<file path="src/rtl/fir_coef_loader_if.sv">
// Control-side coefficient write bus for fir_coef_loader.
// The control path is the master; the loader is the slave and answers with wr_ready.
interface fir_coef_loader_if #(
    parameter int CW = 16
);
    logic                 wr_valid;
    logic                 wr_ready;
    logic [2:0]           wr_addr;
    logic signed [CW-1:0] wr_data;
    logic                 commit;
    logic                 abort;

    modport master (
        output wr_valid,
        output wr_addr,
        output wr_data,
        output commit,
        output abort,
        input  wr_ready
    );

    modport slave (
        input  wr_valid,
        input  wr_addr,
        input  wr_data,
        input  commit,
        input  abort,
        output wr_ready
    );
endinterface

</file>
<file path="src/rtl/fir_coef_loader.sv">
// Shadow/active coefficient bank for the symmetric 16-tap FIR; swaps all taps atomically on sample_en.
// Optional macro COEF_PRESET_EN adds preset_sel/preset_load to arm a ROM coefficient set.
module fir_coef_loader #(
    parameter int CW    = 16,
    parameter int VER_W = 8
) (
    input  logic                 clk,
    input  logic                 rstn,
    fir_coef_loader_if.slave     wr,
    input  logic                 sample_en,
`ifdef COEF_PRESET_EN
    input  logic [1:0]           preset_sel,
    input  logic                 preset_load,
`endif
    output logic                 armed,
    output logic                 swap_pulse,
    output logic [VER_W-1:0]     version,
    output logic signed [CW-1:0] coef_0,
    output logic signed [CW-1:0] coef_1,
    output logic signed [CW-1:0] coef_2,
    output logic signed [CW-1:0] coef_3,
    output logic signed [CW-1:0] coef_4,
    output logic signed [CW-1:0] coef_5,
    output logic signed [CW-1:0] coef_6,
    output logic signed [CW-1:0] coef_7
);

    typedef enum logic [1:0] {
        IDLE  = 2'd0,
        LOAD  = 2'd1,
        ARMED = 2'd2
    } state_t;

    state_t           state_reg;
    logic [7:0]       wm_reg;
    logic             armed_reg;
    logic             swap_pulse_reg;
    logic [VER_W-1:0] version_reg;

    logic do_abort;
    logic do_write;
    logic do_swap;
    logic do_preset;
    logic commit_ok;

    // 4 kHz lowpass set, shared by reset and preset 0
    function automatic logic signed [CW-1:0] rst_coef(input int idx);
        logic signed [CW-1:0] v;
        case (idx)
            0:       v = CW'(-9);
            1:       v = CW'(-5);
            2:       v = CW'(22);
            3:       v = CW'(79);
            4:       v = CW'(164);
            5:       v = CW'(262);
            6:       v = CW'(350);
            default: v = CW'(402);
        endcase
        return v;
    endfunction

`ifdef COEF_PRESET_EN
    function automatic logic signed [CW-1:0] preset_coef(input logic [1:0] sel, input int idx);
        logic signed [CW-1:0] v;
        v = '0;
        case (sel)
            2'd0: v = rst_coef(idx);
            2'd1: begin
                case (idx)
                    0:       v = CW'(-48);
                    1:       v = CW'(66);
                    2:       v = CW'(-89);
                    3:       v = CW'(121);
                    4:       v = CW'(-167);
                    5:       v = CW'(247);
                    6:       v = CW'(-426);
                    default: v = CW'(1301);
                endcase
            end
            2'd2:    v = (idx == 7) ? CW'(256) : '0;
            default: v = '0;
        endcase
        return v;
    endfunction

    assign wr.wr_ready = (state_reg != ARMED) && !preset_load;
    assign do_preset   = preset_load && (state_reg != ARMED) && !do_abort;
`else
    assign wr.wr_ready = (state_reg != ARMED);
    assign do_preset   = 1'b0;
`endif

    // abort only acts once something is pending, and then overrides everything else
    assign do_abort  = wr.abort && (state_reg != IDLE);
    assign do_write  = wr.wr_valid && wr.wr_ready && !do_abort;
    assign do_swap   = (state_reg == ARMED) && sample_en && !do_abort;
    assign commit_ok = wr.commit && (do_write || (wm_reg != 8'h00));

    always_ff @(posedge clk or negedge rstn) begin
        if (!rstn) begin
            state_reg      <= IDLE;
            wm_reg         <= 8'h00;
            armed_reg      <= 1'b0;
            swap_pulse_reg <= 1'b0;
            version_reg    <= '0;
        end else begin
            swap_pulse_reg <= do_swap;
            if (do_abort) begin
                state_reg <= IDLE;
                wm_reg    <= 8'h00;
                armed_reg <= 1'b0;
            end else begin
                case (state_reg)
                    IDLE, LOAD: begin
                        if (do_preset) begin
                            wm_reg    <= 8'hFF;
                            state_reg <= ARMED;
                            armed_reg <= 1'b1;
                        end else begin
                            if (do_write) begin
                                wm_reg[wr.wr_addr] <= 1'b1;
                            end
                            if (commit_ok) begin
                                state_reg <= ARMED;
                                armed_reg <= 1'b1;
                            end else if (do_write) begin
                                state_reg <= LOAD;
                            end
                        end
                    end
                    ARMED: begin
                        if (do_swap) begin
                            wm_reg      <= 8'h00;
                            version_reg <= version_reg + VER_W'(1);
                            state_reg   <= IDLE;
                            armed_reg   <= 1'b0;
                        end
                    end
                    default: begin
                        state_reg <= IDLE;
                        armed_reg <= 1'b0;
                    end
                endcase
            end
        end
    end

    // One shadow/active register pair per tap; every act update happens on the same edge.
    genvar gi;
    generate
        for (gi = 0; gi < 8; gi++) begin : tap
            logic signed [CW-1:0] sh_reg;
            logic signed [CW-1:0] act_reg;
            logic                 wr_hit;

            assign wr_hit = do_write && (wr.wr_addr == 3'(gi));

            always_ff @(posedge clk or negedge rstn) begin
                if (!rstn) begin
                    sh_reg  <= rst_coef(gi);
                    act_reg <= rst_coef(gi);
                end else begin
                    if (do_abort) begin
                        sh_reg <= act_reg;
`ifdef COEF_PRESET_EN
                    end else if (do_preset) begin
                        sh_reg <= preset_coef(preset_sel, gi);
`endif
                    end else if (wr_hit) begin
                        sh_reg <= wr.wr_data;
                    end
                    if (do_swap) begin
                        act_reg <= sh_reg;
                    end
                end
            end
        end
    endgenerate

    assign coef_0     = tap[0].act_reg;
    assign coef_1     = tap[1].act_reg;
    assign coef_2     = tap[2].act_reg;
    assign coef_3     = tap[3].act_reg;
    assign coef_4     = tap[4].act_reg;
    assign coef_5     = tap[5].act_reg;
    assign coef_6     = tap[6].act_reg;
    assign coef_7     = tap[7].act_reg;
    assign armed      = armed_reg;
    assign swap_pulse = swap_pulse_reg;
    assign version    = version_reg;

endmodule
</file>
<file path="src/flat_wrapper.sv">
// flat-port wrapper written by rule: the top's interface ports become plain ports
module fir_coef_loader_flat 
#(
    parameter int CW    = 16,
    parameter int VER_W = 8
)
  (clk, rstn, sample_en, armed, swap_pulse, version, coef_0, coef_1, coef_2, coef_3, coef_4, coef_5, coef_6, coef_7, wr_wr_valid, wr_wr_addr, wr_wr_data, wr_commit, wr_abort, wr_wr_ready);
  fir_coef_loader_if #(.CW(CW)) wr_i ();
  input  logic clk;
  input  logic rstn;
  input  logic sample_en;
  output logic armed;
  output logic swap_pulse;
  output logic [VER_W-1:0] version;
  output logic signed [CW-1:0] coef_0;
  output logic signed [CW-1:0] coef_1;
  output logic signed [CW-1:0] coef_2;
  output logic signed [CW-1:0] coef_3;
  output logic signed [CW-1:0] coef_4;
  output logic signed [CW-1:0] coef_5;
  output logic signed [CW-1:0] coef_6;
  output logic signed [CW-1:0] coef_7;
  input wire logic [$bits(wr_i.wr_valid)-1:0] wr_wr_valid;
  input wire logic [$bits(wr_i.wr_addr)-1:0] wr_wr_addr;
  input wire logic [$bits(wr_i.wr_data)-1:0] wr_wr_data;
  input wire logic [$bits(wr_i.commit)-1:0] wr_commit;
  input wire logic [$bits(wr_i.abort)-1:0] wr_abort;
  output wire logic [$bits(wr_i.wr_ready)-1:0] wr_wr_ready;
  assign wr_i.wr_valid = wr_wr_valid;
  assign wr_i.wr_addr = wr_wr_addr;
  assign wr_i.wr_data = wr_wr_data;
  assign wr_i.commit = wr_commit;
  assign wr_i.abort = wr_abort;
  assign wr_wr_ready = wr_i.wr_ready;
  fir_coef_loader #(.CW(CW), .VER_W(VER_W)) u_core (.clk(clk), .rstn(rstn), .wr(wr_i), .sample_en(sample_en), .armed(armed), .swap_pulse(swap_pulse), .version(version), .coef_0(coef_0), .coef_1(coef_1), .coef_2(coef_2), .coef_3(coef_3), .coef_4(coef_4), .coef_5(coef_5), .coef_6(coef_6), .coef_7(coef_7));
endmodule
</file>
<file path="config.mk">
export PLATFORM = sky130hd
export DESIGN_NAME = fir_coef_loader_flat
export DESIGN_NICKNAME = d
export VERILOG_FILES = /design/src/rtl/fir_coef_loader_if.sv /design/src/rtl/fir_coef_loader.sv /design/src/flat_wrapper.sv
export SDC_FILE = /design/constraint.sdc
export NUM_CORES = 1
export LEC_CHECK = 0
export BUFFER_PORTS_ARGS = -buffer_cell sky130_fd_sc_hd__buf_4
export CAP_MARGIN = 20
export CORE_UTILIZATION = 57
export DETAILED_ROUTE_END_ITERATION = 10
export GPL_TIMING_DRIVEN = 0
export HOLD_SLACK_MARGIN = 0.05
export PLACE_DENSITY_LB_ADDON = 0.15
export SYNTH_ARGS = -nofsm -noshare
export SYNTH_HDL_FRONTEND = slang
export SYNTH_SLANG_ARGS = --single-unit
</file>
<file path="constraint.sdc">
create_clock -name clk -period 2 [get_ports clk]
set_input_delay 0 -clock clk [delete_from_list [all_inputs] [get_ports clk]]
set_output_delay 0 -clock clk [all_outputs]
set_load 0.01 [all_outputs]
</file>
Word level (Yosys, flattened, before mapping)

Index checks and enable logic that the tools add are counted.

Bitwise logic cells: 2
Reductions and logical operators: 35
Divide/modulo/power cells: 0
Add/sub/neg operators: 1
$lt $le $gt $ge: 2
Multipliers: 0
Muxes and demuxes: 31
Shift-type cells: 0
Eq/ne operators: 14

Operators by type and width:

| cell                                                       | number |
|---|---|
| 2-to-1 mux 16 bit                                          | 16 |
| 2-to-1 mux 8 bit                                           | 3 |
| nonzero test 2 bit                                         | 9 |
| one-hot mux 8 bit (2 select lines)                         | 1 |
| logical AND 1 bit                                          | 15 |
| equality test 3 bit, second input constant                 | 4 |
| != test 3 x 1 -> 1 bit, second input constant              | 3 |
| adder 8 x 1 -> 8 bit, second input constant                | 1 |
| 2-to-1 mux 2 bit                                           | 4 |
| OR 8 bit                                                   | 1 |
| nonzero test 8 bit                                         | 1 |
| equality test 3 x 2 -> 1 bit, second input constant        | 2 |
| AND reduction 3 bit                                        | 2 |
| less-than comparator 3 x 4 -> 1 bit, second input constant | 1 |
| 2-to-1 mux 1 bit                                           | 4 |
| != test 4 x 1 -> 1 bit, second input constant              | 1 |
| one-hot mux 2 bit (2 select lines)                         | 1 |
| AND reduction 2 bit                                        | 2 |
| demux 1 bit (select 3 bit)                                 | 1 |
| equality test 3 x 1 -> 1 bit, second input constant        | 1 |
| >= comparator 3 x 1 -> 1 bit, second input constant        | 1 |
| zero test 3 bit                                            | 1 |
| nonzero test 3 bit                                         | 1 |
| equality test 2 x 1 -> 1 bit, second input constant        | 1 |
| 8 further kinds                                            | 8 |

Bits in read-only memories: 0
Output and inout bits: 139
Logic and storage cells: 106
Memories kept: 0
Bits in latches: 0
Memory bits (writable): 0
Bits of input ports: 25
Bits in registers: 276

Longest topological paths before layout

Depth after elaboration: 9
Depth in mapped cells: 8
Depth with buffers taken out: 5

Worst setup path after synthesis

Ideal clock, no wire load.

Path type: reg-to-reg
Start: register u_core.state_reg[1]
End: register u_core.tap[7].sh_reg[11]
Period minus slack after synthesis: 1.651 ns
Arrival time: 1.510 ns
Library setup time: 0.141 ns
Buffers on the path: 4
Cell stages (with the launch flop): 9
Slack: 0.349 ns
Required time: 1.859 ns
Path through: dfrtp_1 -> buf_6 -> nor2b_4 -> buf_12 -> or3_4 -> buf_6 -> buf_8 -> nand2_1 -> a31oi_1

Word-level cells in the longest chain between the ends: 6
Elaborated cells between the ends (all ways): 9
Those cells by class: eq/ne: 1; mux: 1; reduce/logical: 7

RTL lines:

| element                             | line                   | RTL |
|---|---|---|
| start: declaration                  | fir_coef_loader.sv:34  | `state_t state_reg;` |
| start signal: assignment            | fir_coef_loader.sv:101 | `state_reg <= IDLE;` |
| start signal: assignment            | fir_coef_loader.sv:109 | `state_reg <= IDLE;` |
| start signal: assignment            | fir_coef_loader.sv:117 | `state_reg <= ARMED;` |
| nonzero test 2 bit                  | fir_coef_loader.sv:94  | `assign do_abort = wr.abort && (state_reg != IDLE);` |
| logical AND 1 bit                   | fir_coef_loader.sv:94  |  |
| zero test 1 bit                     | fir_coef_loader.sv:95  | `assign do_write = wr.wr_valid && wr.wr_ready && !do_abort;` |
| logical AND 1 bit                   | fir_coef_loader.sv:95  |  |
| logical AND 1 bit                   | fir_coef_loader.sv:156 | `assign wr_hit = do_write && (wr.wr_addr == 3'(gi));` |
| nonzero test 2 bit (no source line) | n/a                    |  |
| end signal: assignment              | fir_coef_loader.sv:160 | `sh_reg <= rst_coef(gi);` |
| end signal: assignment              | fir_coef_loader.sv:164 | `sh_reg <= act_reg;` |
| end signal: assignment              | fir_coef_loader.sv:170 | `sh_reg <= wr.wr_data;` |
| end: declaration                    | fir_coef_loader.sv:152 | `logic signed [CW-1:0] sh_reg;` |

Several ways; a longest one is shown, not always the timed one.
A chain may end at the register's enable or synchronous reset.

Final worst setup path

Start: register u_core.state_reg[0]
End: register u_core.tap[3].act_reg[11] (netlist: u_core.coef_3[11])

Word-level cells in the longest chain between the ends: 4
Elaborated cells between the ends (all ways): 6
Those cells by class: eq/ne: 1; reduce/logical: 5

RTL lines:

| element                | line                   | RTL |
|---|---|---|
| nonzero test 2 bit     | fir_coef_loader.sv:94  |  |
| logical AND 1 bit      | fir_coef_loader.sv:94  |  |
| zero test 1 bit        | fir_coef_loader.sv:96  | `assign do_swap = (state_reg == ARMED) && sample_en && !do_abort;` |
| logical AND 1 bit *    | fir_coef_loader.sv:96  |  |
| end signal: assignment | fir_coef_loader.sv:161 | `act_reg <= rst_coef(gi);` |
| end signal: assignment | fir_coef_loader.sv:173 | `act_reg <= sh_reg;` |
| end: declaration       | fir_coef_loader.sv:153 | `logic signed [CW-1:0] act_reg;` |

Mark *: on every way between the ends. The rest lies on a longest branch, timed or not.

==> impl_metrics.env <==
export IMPL_outcome="finished clean"
export IMPL_vias_per_cell=5.72
export IMPL_synthAdderAreaFrac_pct=0.106
export IMPL_grt_pass1_wl_um=49200
export IMPL_cts_root_buf="clkbuf_16"
export IMPL_drv_cap=0
export IMPL_start_util_pct=58.3
export IMPL_synth_top_area_share_pct=35.5
export IMPL_p_total_mw=24.8
export IMPL_skew_ps=7.66
export IMPL_reg2reg_slack_ps=60
export IMPL_ys_top_cells_by_count="260 x nand2_1, 168 x dfrtp_1, 141 x nor2_1"
export IMPL_wl_um=31400
export IMPL_track_usage_pct=29.6
export IMPL_clk_path_buf_depth=3
export IMPL_dp_hpwl_um=20400
export IMPL_coreArea_um2=20300
export IMPL_critical_path_required_ps=2420
export IMPL_fin_area_um2=14600
export IMPL_ys_seq_area_share_pct=59.5
export IMPL_first_pass_iters=5
export IMPL_largest_reg_flops=128
export IMPL_synth_mux_area_share_pct=12.3
export IMPL_synthCells=1084
export IMPL_hold_viol_final=0
export IMPL_grt_pass1_vias=8865
export IMPL_avgRoutedWirePerCell_um=19.8
export IMPL_fill_cells=1488
export IMPL_vias=9061
export IMPL_diodes=0
export IMPL_synthSimpleGateAreaFrac_pct=15.8
export IMPL_rows=52
export IMPL_rr_startpoint="u_core.state_reg[0]"
export IMPL_end_kind="flop"
export IMPL_power_leakage_nw=6.59
export IMPL_hold_class="in2async"
export IMPL_grt_max_degree=104
export IMPL_antenna_found_initial=0
export IMPL_relSlewSlack_pct=53.3
export IMPL_critPathMaxFanout=10
export IMPL_ys_types=45
export IMPL_r2r_end="u_core.coef_3[11]"
export IMPL_drive_above_1_share_pct=39.1
export IMPL_dpl_instance_area_um2=13300
export IMPL_drc=0
export IMPL_drv_slew=0
export IMPL_port_buffers=147
export IMPL_p_comb_share_pct=33.5
export IMPL_switching_share_pct=33.1
export IMPL_cts_tree="done"
export IMPL_syn_to_final_growth_pct=23.3
export IMPL_pwr_share_clk_pct=21.9
export IMPL_reg2regPathDepth=6
export IMPL_timing_fmax_mhz=516
export IMPL_yosysTopAreaCell="dfrtp_1"
export IMPL_synth_xor_area_share_pct=0.518
export IMPL_yosys_warnings=0
export IMPL_die_x_um=146
export IMPL_synth_compound_area_share_pct=7.62
export IMPL_syn_num_nets=1110
export IMPL_overflow=0
export IMPL_crit_arrival_ps=2360
export IMPL_drt_iter0_markers=598
export IMPL_design_die_area_um2=21300
export IMPL_synth_area_um2=11800
export IMPL_min_period_ps=1940
export IMPL_cts_buffers=29
export IMPL_synth_seq_cells=276
export IMPL_fin_crit_sh_pct=96.8
export IMPL_die_h_um=146
export IMPL_clock_sinks=276
export IMPL_synth_top_family_by_area="simple AND/OR/NAND/NOR gates"
export IMPL_h_tree_depth=1
export IMPL_ant_nets=0
export IMPL_fin_setup_tns_ps=0
export IMPL_nets=1318
export IMPL_tightest_slew_ps=701
export IMPL_startpoint_type="flop"
export IMPL_p_int_mw=16.6
export IMPL_ios=164
export IMPL_vdd_drop_max_mv=1.06
export IMPL_async_reset_ff_share_pct=100
export IMPL_synth_edf_count=0
export IMPL_synth_area_top_cells="dfrtp_1 36%, dfstp_2 24%, mux2_2 12%"
export IMPL_synth_flop_cell="dfrtp_1"
export IMPL_path_clk_slew_ps=60
export IMPL_setup_viol=0
export IMPL_clk_latency_ps=540
export IMPL_gp_congestion=0.839
export IMPL_synth_most_common_cell="nand2_1"
export IMPL_worstSetupPathType="reg2reg"
export IMPL_powerDensity_nw_per_um2=1700
export IMPL_synth_area_per_cell_um2=10.9
export IMPL_power_frac_seq_pct=44.6
export IMPL_power_switching_mw=8.20
## worst max path at each step
stage / start / to / slack (ps)
CTS: u_core.state_reg[0] / u_core.coef_2[13] / 20
floorplan: u_core.state_reg[1] / u_core.tap[7].sh_reg[11] / 350
global placement: rstn / u_core.coef_5[7] / -1350
global route: u_core.state_reg[0] / u_core.tap[2].sh_reg[10] / -0.4
finish: u_core.state_reg[0] / u_core.coef_3[11] / 60
detailed placement: u_core.state_reg[0] / u_core.tap[0].sh_reg[3] / -140
## layer usage
metal | up-vias | part of all wire, % | global-route usage (%)
met5 | - | 0 | 0
met1 | 4565 | 43 | 43.0
met3 | 57 | 6.8 | 3.56
met4 | 0 | 2.4 | 8.02
met2 | 331 | 47 | 47.5
li1 | 4108 | - | -
## final cells by class
| cell class | instances | area [um2] | area share (%) |
|---|---|---|---|
| inverters | 1 | 3.75 | 0.0257 |
| well taps | 270 | 338 | 2.32 |
| clock inverters | 8 | 119 | 0.815 |
| multi-input cells | 725 | 4300 | 29.5 |
| flip-flops and latches | 276 | 7040 | 48.3 |
| plain buffers | 82 | 507 | 3.47 |
| repair buffers | 177 | 1440 | 9.88 |
| clock buffers | 44 | 842 | 5.77 |
## power groups by stage
| stage | combinational (mW) | clock [mW] | sequential, mW |
|---|---|---|---|
| 4_1_cts | 8.35 | 5.49 | 11.0 |
| 3_3_place_gp | 7.97 | 0 | 11.0 |
| 5_1_grt | 9.04 | 5.72 | 11.4 |
| 6_report | 8.31 | 5.44 | 11.0 |
| 2_1_floorplan | 4.31 | 0 | 11.2 |
| 3_5_place_dp | 8.25 | 0 | 11.1 |
## worst max-delay path: stages (launching register included)
cell      delay, ps
dfrtp_1         370
buf_6           140
and4bb_1        260
buf_4           200
buf_6           190
buf_2           290
mux2_2          370
## per-stage QoR
step	std cells	worst slack, ps	utilization [%]	hold slack (ps)
2_1_floorplan	1084	349	-	-296
3_3_place_gp	1501	-1350	65.4	318
3_5_place_dp	1503	-135	65.7	2.18
4_1_cts	1581	15.9	71.8	50.9
5_1_grt	1583	-0.418	71.9	80.6
6_report	1583	63.1	71.9	21.9
## timing repair
action,4_1_cts,5_1_grt
hold buffers,26,0
endpoints found under the setup margin,35,42
resized for setup,4,13
hold endpoints to repair,271,0
pin swaps,0,1
gates cloned,0,0
setup buffers,0,2
## placed cells by master (no fill, tap or decap), types with 3 or more instances in the layout
cell and count:
dfrtp_1 168, nor2_1 141, buf_8 3, nor3_4 6, xnor2_1 3, buf_6 8
buf_2 29, clkbuf_1 25, xor2_1 4, clkbuf_8 6, dlygate4sd3_1 26, nor2b_1 5
nand2_1 260, clkbuf_16 29, nand4_1 4, dfstp_2 108, bufinv_16 3, clkinv_2 4
a31oi_1 128, clkbuf_2 9, nand2_2 4, buf_1 3, a21oi_1 10, nand3_1 4
mux2_2 129, buf_4 161
## cell families after synthesis
| logic type | after synthesis |
|---|---|
| fa+ha+maj | 1 |
| buf+inv | 83 |
| compound gates | 145 |
| mux | 129 |
| flops | 276 |
| xor+xnor | 7 |
| simple gates | 443 |
(Power assumes the default switching activity.)
